--- src/rtl/calc_seq.sv ---
// calc_seq: four-function calculator sequencer.
// Collects operand A, operand B and an operator from switches using the ENTER
// key. It then launches an external ALU and shows the result, or shows an error
// on ALU failure or timeout. CLEAR returns to operand entry from any state.
module calc_seq #(
    parameter int TIMEOUT = 15
) (
    input  logic       clk,
    input  logic       rst_n,
    input  logic [3:0] in_number,
    input  logic [1:0] key,
    input  logic [1:0] op_sel,
    input  logic       alu_done,
    input  logic       alu_err,
    input  logic [7:0] alu_result,
    output logic [3:0] reg_1,
    output logic [3:0] reg_2,
    output logic [1:0] op,
    output logic       alu_start,
    output logic [7:0] ind,
    output logic       err
);

    typedef enum logic [2:0] {
        GET_A  = 3'd0,
        GET_B  = 3'd1,
        GET_OP = 3'd2,
        EXEC   = 3'd3,
        SHOW   = 3'd4,
        ERROR  = 3'd5
    } state_t;

    // Last count value at which EXEC may still wait; the next step would reach TIMEOUT.
    localparam logic [7:0] TIMEOUT_M1 = 8'(TIMEOUT - 1);

    // vld_q[1] is set once the synchronizers hold real key samples rather than reset zeros.
    logic [1:0] vld_q;
    logic [1:0] key_ev;

    // Track how many cycles have elapsed since reset release.
    always_ff @(posedge clk or negedge rst_n) begin
        if (!rst_n) begin
            vld_q <= 2'b00;
        end else begin
            vld_q <= {vld_q[0], 1'b1};
        end
    end

    // Each key is synchronized and then rising-edge detected.
    // A key must be seen low after reset before it is armed. This means a key held
    // through reset release must be released and pressed again to count.
    for (genvar gi = 0; gi < 2; gi++) begin : g_key
        logic meta_q;
        logic sync_q;
        logic prev_q;
        logic armed_q;

        // Synchronize the key, keep the previous sample, and arm on the first valid low.
        always_ff @(posedge clk or negedge rst_n) begin
            if (!rst_n) begin
                meta_q  <= 1'b0;
                sync_q  <= 1'b0;
                prev_q  <= 1'b0;
                armed_q <= 1'b0;
            end else begin
                meta_q  <= key[gi];
                sync_q  <= meta_q;
                prev_q  <= sync_q;
                armed_q <= armed_q | (vld_q[1] & ~sync_q);
            end
        end

        assign key_ev[gi] = sync_q & ~prev_q & armed_q;
    end

    logic enter_ev;
    logic clear_ev;
    assign enter_ev = key_ev[0];
    assign clear_ev = key_ev[1];

    state_t     state_q, state_d;
    logic [3:0] reg1_q, reg1_d;
    logic [3:0] reg2_q, reg2_d;
    logic [1:0] op_q, op_d;
    logic       start_q, start_d;
    logic [7:0] ind_q, ind_d;
    logic       err_q, err_d;
    logic [7:0] cnt_q, cnt_d;

    // State and datapath registers.
    always_ff @(posedge clk or negedge rst_n) begin
        if (!rst_n) begin
            state_q <= GET_A;
            reg1_q  <= 4'h0;
            reg2_q  <= 4'h0;
            op_q    <= 2'd0;
            start_q <= 1'b0;
            ind_q   <= 8'h00;
            err_q   <= 1'b0;
            cnt_q   <= 8'h00;
        end else begin
            state_q <= state_d;
            reg1_q  <= reg1_d;
            reg2_q  <= reg2_d;
            op_q    <= op_d;
            start_q <= start_d;
            ind_q   <= ind_d;
            err_q   <= err_d;
            cnt_q   <= cnt_d;
        end
    end

    // Next-state and datapath logic. CLEAR overrides everything, including ENTER.
    always_comb begin
        state_d = state_q;
        reg1_d  = reg1_q;
        reg2_d  = reg2_q;
        op_d    = op_q;
        start_d = 1'b0;
        ind_d   = ind_q;
        err_d   = 1'b0;
        cnt_d   = 8'h00;
        if (clear_ev) begin
            state_d = GET_A;
            reg1_d  = 4'h0;
            reg2_d  = 4'h0;
            op_d    = 2'd0;
            ind_d   = 8'h00;
        end else begin
            case (state_q)
                GET_A: begin
                    ind_d = {4'h0, in_number};
                    if (enter_ev) begin
                        reg1_d  = in_number;
                        state_d = GET_B;
                    end
                end
                GET_B: begin
                    ind_d = {4'h0, in_number};
                    if (enter_ev) begin
                        reg2_d  = in_number;
                        state_d = GET_OP;
                    end
                end
                GET_OP: begin
                    ind_d = {6'h00, op_sel};
                    if (enter_ev) begin
                        op_d    = op_sel;
                        start_d = 1'b1;
                        state_d = EXEC;
                    end
                end
                EXEC: begin
                    // The count is held at 0 through the start-pulse cycle, so it
                    // reads 0 on the first cycle after alu_start.
                    cnt_d = start_q ? 8'h00 : cnt_q + 8'd1;
                    if (alu_done) begin
                        if (alu_err) begin
                            state_d = ERROR;
                            ind_d   = 8'hEE;
                            err_d   = 1'b1;
                        end else begin
                            state_d = SHOW;
                            ind_d   = alu_result;
                        end
                    end else if (!start_q && (cnt_q == TIMEOUT_M1)) begin
                        state_d = ERROR;
                        ind_d   = 8'hEE;
                        err_d   = 1'b1;
                    end
                end
                SHOW: begin
                    if (enter_ev) begin
                        state_d = GET_A;
                    end
                end
                ERROR: begin
                    ind_d = 8'hEE;
                    err_d = 1'b1;
                end
                default: begin
                    state_d = GET_A;
                end
            endcase
        end
    end

    assign reg_1     = reg1_q;
    assign reg_2     = reg2_q;
    assign op        = op_q;
    assign alu_start = start_q;
    assign ind       = ind_q;
    assign err       = err_q;

endmodule

--- config.mk ---
export PLATFORM = sky130hd
export DESIGN_NAME = calc_seq
export DESIGN_NICKNAME = d
export VERILOG_FILES = /design/src/rtl/calc_seq.sv
export SDC_FILE = /design/constraint.sdc
export NUM_CORES = 1
export LEC_CHECK = 0
export CAP_MARGIN = 15
export CELL_PAD_IN_SITES_DETAIL_PLACEMENT = 1
export CELL_PAD_IN_SITES_GLOBAL_PLACEMENT = 1
export CORE_AREA = 2 2 59 117
export DETAILED_ROUTE_END_ITERATION = 6
export DIE_AREA = 0 0 61 119
export PLACE_DENSITY_LB_ADDON = 0.25
export SYNTH_ARGS = -nofsm -noshare
export SYNTH_HDL_FRONTEND = slang
export SYNTH_SLANG_ARGS = --single-unit
--- constraint.sdc ---
create_clock -name clk -period 1.8 [get_ports clk]
set_input_delay 0.36 -clock clk [delete_from_list [all_inputs] [get_ports clk]]
set_output_delay 0.36 -clock clk [all_outputs]
set_load 0.01 [all_outputs]
**After elaboration in Yosys (flattened, before gate mapping)**

Index checks and enable logic that the tools add are counted.

- Bits of input ports: 20
- Word-level logic and storage cells: 89
- Flip-flop bits (word level): 41

- Equal/unequal tests: 12
- Bitwise operators: 12
- Mux-type cells: 33
- Add/sub/neg operators: 1
- Reductions and logical operators: 14

Operator list:

| cell | number |
|---|---|
| $mux 8 | 7 |
| $pmux 8 s4 | 1 |
| $mux 3 | 7 |
| $mux 4 | 5 |
| $pmux 3 s6 | 1 |
| $ne 3x3->1 const B | 4 |
| $add 8x1->8 const B | 1 |
| $eq 8x4->1 const B | 1 |
| $mux 1 | 8 |
| $reduce_and 2->1 | 4 |
| $reduce_bool 2->1 | 4 |
| $and 1x1->1 | 6 |
| $eq 3x2->1 const B | 2 |
| $eq 3x3->1 const B | 2 |
| $mux 2 | 3 |
| $reduce_and 6->1 | 1 |
| $reduce_bool 5->1 | 1 |
| $ne 4x4->1 const B | 1 |
| $not 1->1 | 4 |
| $eq 3x1->1 const B | 1 |
| $logic_not 3->1 | 1 |
| $ne 2x2->1 const B | 1 |
| $or 1x1->1 | 2 |
| $pmux 1 s2 | 1 |
| 3 further kinds | 3 |

**Longest topological paths before layout**

- Word-level depth: 6
- Gate-level depth with buffers: 7

**Worst setup path after synthesis**

Ideal clock, no wire load.

- Path type: reg2reg
- Start point: register cnt_q[0]
- End point: register ind_q[1] (netlist: ind[1])
- Data arrival time: 1.625 ns
- Path buffers: 0
- Path slack: 0.050 ns
- Clock period less this slack: 1.750 ns
- Stages on the path, launching flop included: 7
- Cells stage by stage: dfrtp_1 -> inv_1 -> ha_1 -> nor4b_4 -> a31oi_4 -> a32oi_4 -> mux2_4

- Longest elaborated chain between the ends: 4

Ends and longest elaborated chain:

| item | RTL line | text |
|---|---|---|
| from (decl) | 88 | `logic [7:0] cnt_q, cnt_d;` |
| from (signal assigned) | 109 | `cnt_q <= cnt_d;` |
| $eq 8x4->1 | 166 | `end else if (!start_q && (cnt_q == TIMEOUT_M1)) begin` |
| $logic_and 1x1->1 | 166 |  |
| $ne 4x4->1 (no source line) | -- |  |
| $reduce_and 2->1 (no source line) | -- |  |
| to (signal assigned) | 107 | `ind_q <= ind_d;` |
| to (decl) | 86 | `logic [7:0] ind_q, ind_d;` |

Every way passes these cells.
A chain may end at the register's enable or synchronous reset.

**Worst setup path in the final report**

- Start point: register cnt_q[0]
- End point: register ind_q[3] (netlist: ind[3])

Same word-level chain as after synthesis.

==> results.yml <==
routing:
  via_per_inst: 4.74
  dr.pass1.iters: 4
  drt_first_iter_violations: 19
  antenna_left: 0
  via_count: 1480
  wire_per_inst_um: 14.5
  wl_mm: 4.52
  drc: 0
synthesis:
  yosysTopAreaCell: "dfrtp_1"
  synth_edf_count: 0
  synthTopCellsByArea: "dfrtp_1, nor2_1, a21oi_1, nand2_1, mux2i_1"
  syn_nets: 196
  synth_cells: 174
  synth.avg_cell_area_sq_um: 10.8
  yosys_warnings: 0
  synth_ff_type: "dfrtp_1"
  synth-seq-cells: 41
  synth_area_sq_um: 1880
  yosysUniqueCellTypes: 39
  async_flop_share_pct: 100
  synth.top_cell.area_share_pct: 54.6
  synth_seq_area_share_pct: 54.6
timing:
  fmax_mhz: 573
  drv_slew: 0
  rsz0062_at_grt: "yes"
  setup_violations: 0
  finalCritPeriodShare_pct: 96.9
  fin_crit_ps: 1740
  hold_viol: 0
  clock_skew_ps: 5.02
cts:
  cts.sinks: 41
  htreeDepth: 2
  root_buffer: "clkbuf_16"
  cts_tree: "done"
  cts.clk_slew.worst_paths_ps: 60
  cts_setup_buffers: 0
  clock_latency_ps: 280
  cts_made_buffers: 5
  ctsResizeCount: 0
  cts_hold_repair.buffers: 0
  clockBufferDepth: 2
worst_setup_path:
  crit_path_start: "cnt_q[0]"
  setup.worst_path.start_class: "register"
  path_delay_family: "compound AO/OA/AOI/OAI gates"
  slowest_delay_ps: 380
  reg2reg_from: "cnt_q[0]"
  crit_arrival_ps: 1910
  path_buf_inv: 1
  crit_fanout: 5
  path_cells: "inv_1, ha_1, nor4b_4, a31oi_4, a32oi_4, mux2_4"
  reg2reg_setup_slack_ps: 60
  required_ps: 1960
  worstSetupPathType: "reg2reg"
  slowest_stage: "dfrtp_1"
  crit_path_end_kind: "register"
floorplan:
  rows: 42
  core-area_sq_um: 6460
  io_pins: 40
  die_h_um: 119
  die-area_sq_um: 7260
  initial_core_util_pct: 29.1
  die_x_um: 61
hold_path:
  min_path_type: "in2async"
placed_design:
  port_buffers: 39
  place_area_sq_um: 2430
  dp_cells: 304
  dpl.hpwl_mm: 3.45
  place.gp.congestion: 0.768
global_route:
  antenna_found_initial: 0
  grt_pass1_vias: 1528
  grt_max_degree: 21
  grt_use_total_pct: 13.6
  grt_pass1_wl_mm: 7.37
  overflow: 0
status:
  status: "complete, no violations"
job:
  maxCapViolations: 0
cells_and_area:
  drive_gt1_share_pct: 14.7
  antennaDiodeCount: 0
  nets: 245
  final_cell_mix: "dfrtp_1, clkdlybuf4s50_1, nor2_1, nand2_1, buf_4"
  syn2layout_area_growth_pct: 39.5
  final_area_sq_um: 2620
  final_common_cell: "dfrtp_1"
  finalNonFillerCells: 312
power:
  power_density_nw_per_um2: 1110
  leakage_nw: 1.16
  peakVddDrop_mv: 0.475
## sequential cells by signal (all words and copies together) (netlist names)
name	cells
cnt_q	8
reg_1	4
vld_q	2
reg_2	4
g_key.prev_q	2
g_key.armed_q	2
alu_start	1
g_key.meta_q	2
err	1
g_key.sync_q	2
state_q	3
ind	8
op	2
## Yosys cell counts (3+ instances only)
library cell	instances
o22ai_1	3
a21oi_1	11
o31ai_1	3
and3b_1	3
nand2_1	14
dfrtp_1	41
clkbuf_1	8
a2bb2oi_1	3
inv_1	8
nand3_1	9
xor2_1	5
mux2i_1	5
mux2_4	3
buf_2	3
o21ai_0	6
and3_1	4
nand2b_1	3
nor2_1	16
## layout make-up
type                    instances  area, sq um
flip-flops and latches         41         1030
clock inverters                 2         37.5
well taps                      88          110
inverters                       8         30.0
multi-input cells             114          783
repair buffers                 53          494
clock buffers                   6          139
fillers                       719         3840
## report_power, final
group          internal [W]  switching, W
registers           0.00103     0.0000960
logic              0.000407      0.000329
clock network      0.000692      0.000359
## path summary, 6_finish.rpt
kind / endpoint / cells after the start
max in group asynchronous: g_key[1].prev_q / 2
min: err / 1
min reg2reg: g_key[1].sync_q / 0
min in group clk: g_key[1].sync_q / 0
max reg2reg: ind[3] / 6
max: ind[3] / 6
## per-stage QoR
step	utilization (%)	hold WS [ps]	total power, W	setup TNS, ps	setup WS, ps
2_1_floorplan	-	64.4	0.00151	0	49.6
3_3_place_gp	37.7	333	0.00187	0	27.6
3_5_place_dp	37.7	337	0.00188	-54.8	-42.3
4_1_cts	40.4	51.2	0.00295	0	3.91
5_1_grt	40.5	67.1	0.00306	-93.2	-33.6
6_report	40.5	38.6	0.00292	0	55.2
## logic make-up (layout without fill, tap and decap cells)
family	Yosys count	count (layout)	share of synthesized area (%)
buf+inv	19	69	4.00
mux	8	8	5.06
flops	41	41	54.6
other cells	1	1	0.200
compound gates	37	37	14.5
fa+ha+maj	2	2	1.33
simple gates	60	60	17.5
xor+xnor	6	6	2.80
## metal layers
| metal | vias to the layer above | track usage (%) | wire, um |
|---|---|---|---|
| li1 | 701 | - | - |
| met1 | 730 | 16.7 | 1990 |
| met2 | 43 | 22.8 | 2240 |
| met3 | 6 | 2.71 | 210 |
| met4 | 0 | 4.89 | 75 |
| met5 | - | 0 | 0 |
Note: power is estimated with default switching activity, not from simulation.
==> variant 1: new RTL, same flow settings <==
Register the output `op` once more; this adds one clock of latency there. The other outputs are not delayed to match.
--- a/src/rtl/calc_seq.sv
+++ b/src/rtl/calc_seq.sv
@@ -187,7 +187,9 @@
 
     assign reg_1     = reg1_q;
     assign reg_2     = reg2_q;
-    assign op        = op_q;
+    always_ff @(posedge clk) begin
+        op <= op_q;
+    end
     assign alu_start = start_q;
     assign ind       = ind_q;
     assign err       = err_q;
Function: changed (Yosys sat finds a counterexample within 10 cycles, from zero or initial values and one cycle with rst_n low).
==> variant 1 against the original RTL <==
Worst setup slack improved by 91 ps. Power fell by 9.0%. Synthesized area rose by 0.93%. Global-route usage rose by 0.43 points. Sequential cell count rose by 2. Design area fell by 1.5%. Wire length rose by 0.55%. Critical path type unchanged. Critical endpoint is now ind[6]$_DFFE_PN0P_.
==> variant 1: results <==
{
  "status": "finished clean",
  "drtIter0Drc": 45,
  "synthTopCellsByArea": "dfrtp_1, mux2i_1, nand2_1",
  "drive_gt1_share_pct": 11.8,
  "gp_congestion": 0.794,
  "p_sw_share_pct": 28.1,
  "fillers": 749,
  "grt_usage_pct": 14.0,
  "synthCells": 177,
  "seq_area_frac_synth_pct": 56.2,
  "via_per_inst": 4.58,
  "wl_um": 4540,
  "wl_per_cell_um": 14.4,
  "syn-num-nets": 199,
  "nets": 249,
  "place_ws_ps": -46.3,
  "cp.arrival_ps": 1870,
  "vdd_ir_drop_max_uv": 377,
  "yosys-top-cells-count": "dfrtp_1, nand2_1, nor2_1, inv_1, a21oi_1",
  "grt_max_degree": 20,
  "path_max_fanout": 4,
  "yosysUniqueCellTypes": 41,
  "grt_pass1_wl_um": 7490,
  "p_comb_share_pct": 23.1,
  "dpl_cell_area_mm2": 0.00244
}
-- variant 1: path summary, 6_finish.rpt --
path / slack (ps) / to / start / cells past startpoint
worst max-delay path: 150 / ind[6]$_DFFE_PN0P_ / cnt_q[0]$_DFF_PN0_ / 7
worst min-delay path: 20 / ind[6]$_DFFE_PN0P_ / rst_n / 1
worst max register to register: 150 / ind[6]$_DFFE_PN0P_ / cnt_q[0]$_DFF_PN0_ / 7
worst min register to register: 350 / g_key[0].sync_q$_DFF_PN0_ / g_key[0].meta_q$_DFF_PN0_ / 0
max in group asynchronous: 1230 / err$_DFF_PN0_ / rst_n / 2
min in group clk: 350 / g_key[0].sync_q$_DFF_PN0_ / g_key[0].meta_q$_DFF_PN0_ / 0
-- variant 1: what timing repair did --
action                                 4_1_cts  5_1_grt
gates resized for setup                      0        1
endpoints found under the hold margin        0        0
setup endpoints to repair                    0        1
buffers inserted                             0        0
-- variant 1: cell families after synthesis --
group / synth area share, %
and+or+nand+nor: 19.2
DFF: 56.2
AOI/OAI and AO/OA: 11.0
buffers and inverters: 4.29
muxes: 5.02
xor gates and xnor gates: 2.77
adders and majority gates: 1.32
other: 0.198
-- variant 1: cell type report --
class | count | area share (%)
clock buffers | 6 | 5.00
clock inverters | 2 | 0.485
inverters | 12 | 1.75
multi-input cells | 115 | 29.0
flip-flops and latches | 43 | 41.4
well taps | 88 | 4.27
repair buffers | 50 | 18.1
-- variant 1: per-layer routing --
metal	up-vias	global-route usage [%]	routed length, µm
met2	33	21.6	2320
met3	8	3.15	177
met1	710	18.2	1930
met5	-	0	0
li1	696	-	-
met4	0	6.52	109
==> variant 2: new RTL, same settings <==
Made on the original files. Change the parameter `TIMEOUT` from 15 to 11.
--- a/src/rtl/calc_seq.sv
+++ b/src/rtl/calc_seq.sv
@@ -3,7 +3,7 @@
 // key. It then launches an external ALU and shows the result, or shows an error
 // on ALU failure or timeout. CLEAR returns to operand entry from any state.
 module calc_seq #(
-    parameter int TIMEOUT = 15
+    parameter int TIMEOUT = 11
 ) (
     input  logic       clk,
     input  logic       rst_n,
Function: no difference found for any inputs over 10 cycles, from zero or initial values and one cycle with rst_n low; that may be too few to reach the edited logic, so the function may still have changed.
==> variant 2 against the original RTL <==
Power rose by 9.7%. Design area is essentially flat. Worst setup slack improved by 71 ps. Sequential cell count stayed put. Die area unchanged. Synthesized area is 0.60% lower. Wire length up 6.9%.
==> variant 2: results <==
{
  "r2r_start": "cnt_q[0]$_DFF_PN0_",
  "status": "finished clean",
  "criticalPathCategory": "flop to flop",
  "slowest_delay_ps": 370,
  "dp_cells": 318,
  "ys.flop_type": "dfrtp_1",
  "gp_congestion": 0.770,
  "grt_pass1_wl_um": 8260,
  "ys_warn_count": 0,
  "wl_per_cell_um": 14.8,
  "clk_pin_slew_ps": 60,
  "yosys-top-cells-count": "dfrtp_1, nand2_1, nand3_1, a21oi_1, nor2_1",
  "r2r_end": "ind[2]$_DFFE_PN0P_",
  "drt-pass1-iter-count": 4,
  "path_max_fanout": 4,
  "seq_area_frac_synth_pct": 55.0,
  "root_buffer": "clkbuf_16",
  "finalNonFillerCells": 326,
  "cts_setup_buffers": 0,
  "r2r_slack_ps": 130,
  "synthArstFlopShare_pct": 100,
  "p_leak_nw": 1.15,
  "cts_buffers": 5,
  "finalClockSkew_ps": 3.04,
  "clk_path_buf_depth": 2,
  "hold_path.class": "input pin to asynchronous set/reset pin",
  "clock_latency_ps": 280,
  "vdd_ir_drop_max_uv": 428,
  "drtIter0Drc": 42,
  "hpwl_um": 3630,
  "place.port_buffers": 39,
  "via_per_inst": 4.78,
  "cp.arrival_ps": 1840,
  "grt_antenna_before_repair": 0,
  "tightest_slew_ps": 536,
  "drive_gt1_share_pct": 14.3,
  "grt_usage_pct": 15.3,
  "slowest_stage": "dfrtp_1",
  "first_global_vias": 1717,
  "synthTopCellsByArea": "dfrtp_1, nand3_1, a21oi_1",
  "r2r_cells": 6,
  "fillers": 752,
  "nets": 259,
  "yosysUniqueCellTypes": 43,
  "grt_max_degree": 42,
  "antenna_cells": 0,
  "holdWs_ps": 153,
  "cp_top_family": "simple AND/OR/NAND/NOR gates",
  "post_cts_resize_count": 0,
  "htreeDepth": 2,
  "syn-num-nets": 203,
  "synthCells": 181
}
-- variant 2: changes by cell type after synthesis, sizes merged, moves of 3 or more --
cell / delta
mux2i: -4
o22ai: -3
buf: +3
clkbuf: -4
nor2: -4
nand3: +7
a211oi: +3
-- variant 2: kinds of logic after synthesis --
family / after synthesis / share of synthesized area [%]
compound gates: 40 / 13.7
xor+xnor: 7 / 3.28
fa+ha+maj: 2 / 1.34
buf+inv: 18 / 4.22
flops: 41 / 55.0
mux: 4 / 2.35
other cells: 1 / 0.201
simple gates: 68 / 19.9
-- variant 2: final cells by class --
type	count	area share, %
clock buffers	7	5.82
flip-flops and latches	41	39.1
inverters	8	1.15
multi-input cells	122	29.1
repair buffers	59	20.4
well taps	88	4.20
clock inverters	1	0.191
-- variant 2: power by group --
group	internal [mW]	switching (mW)
sequential	1.08	0.108
clock	0.587	0.347
combinational	0.567	0.511
total	2.23	0.965
-- variant 2: per-layer routing --
layer | share of wire, % | vias to the layer above | wire, µm | global-route usage (%)
met4 | 2.8 | 0 | 134 | 7.34
li1 | - | 745 | - | -
met5 | 0 | - | 0 | 0
met1 | 42 | 756 | 2030 | 19.1
met2 | 51 | 46 | 2450 | 24.1
met3 | 4.5 | 12 | 215 | 3.58
-- variant 2: stage by stage --
step / instance area [µm²] / utilization [%] / worst slack [ps]
finish: 2620 / 40.6 / 126
CTS: 2620 / 40.6 / 59.2
detailed placement: 2460 / 38.1 / -166
global route: 2620 / 40.6 / 6.87
global placement: 2460 / 38.1 / -121
floorplan: 1870 / - / 51.7
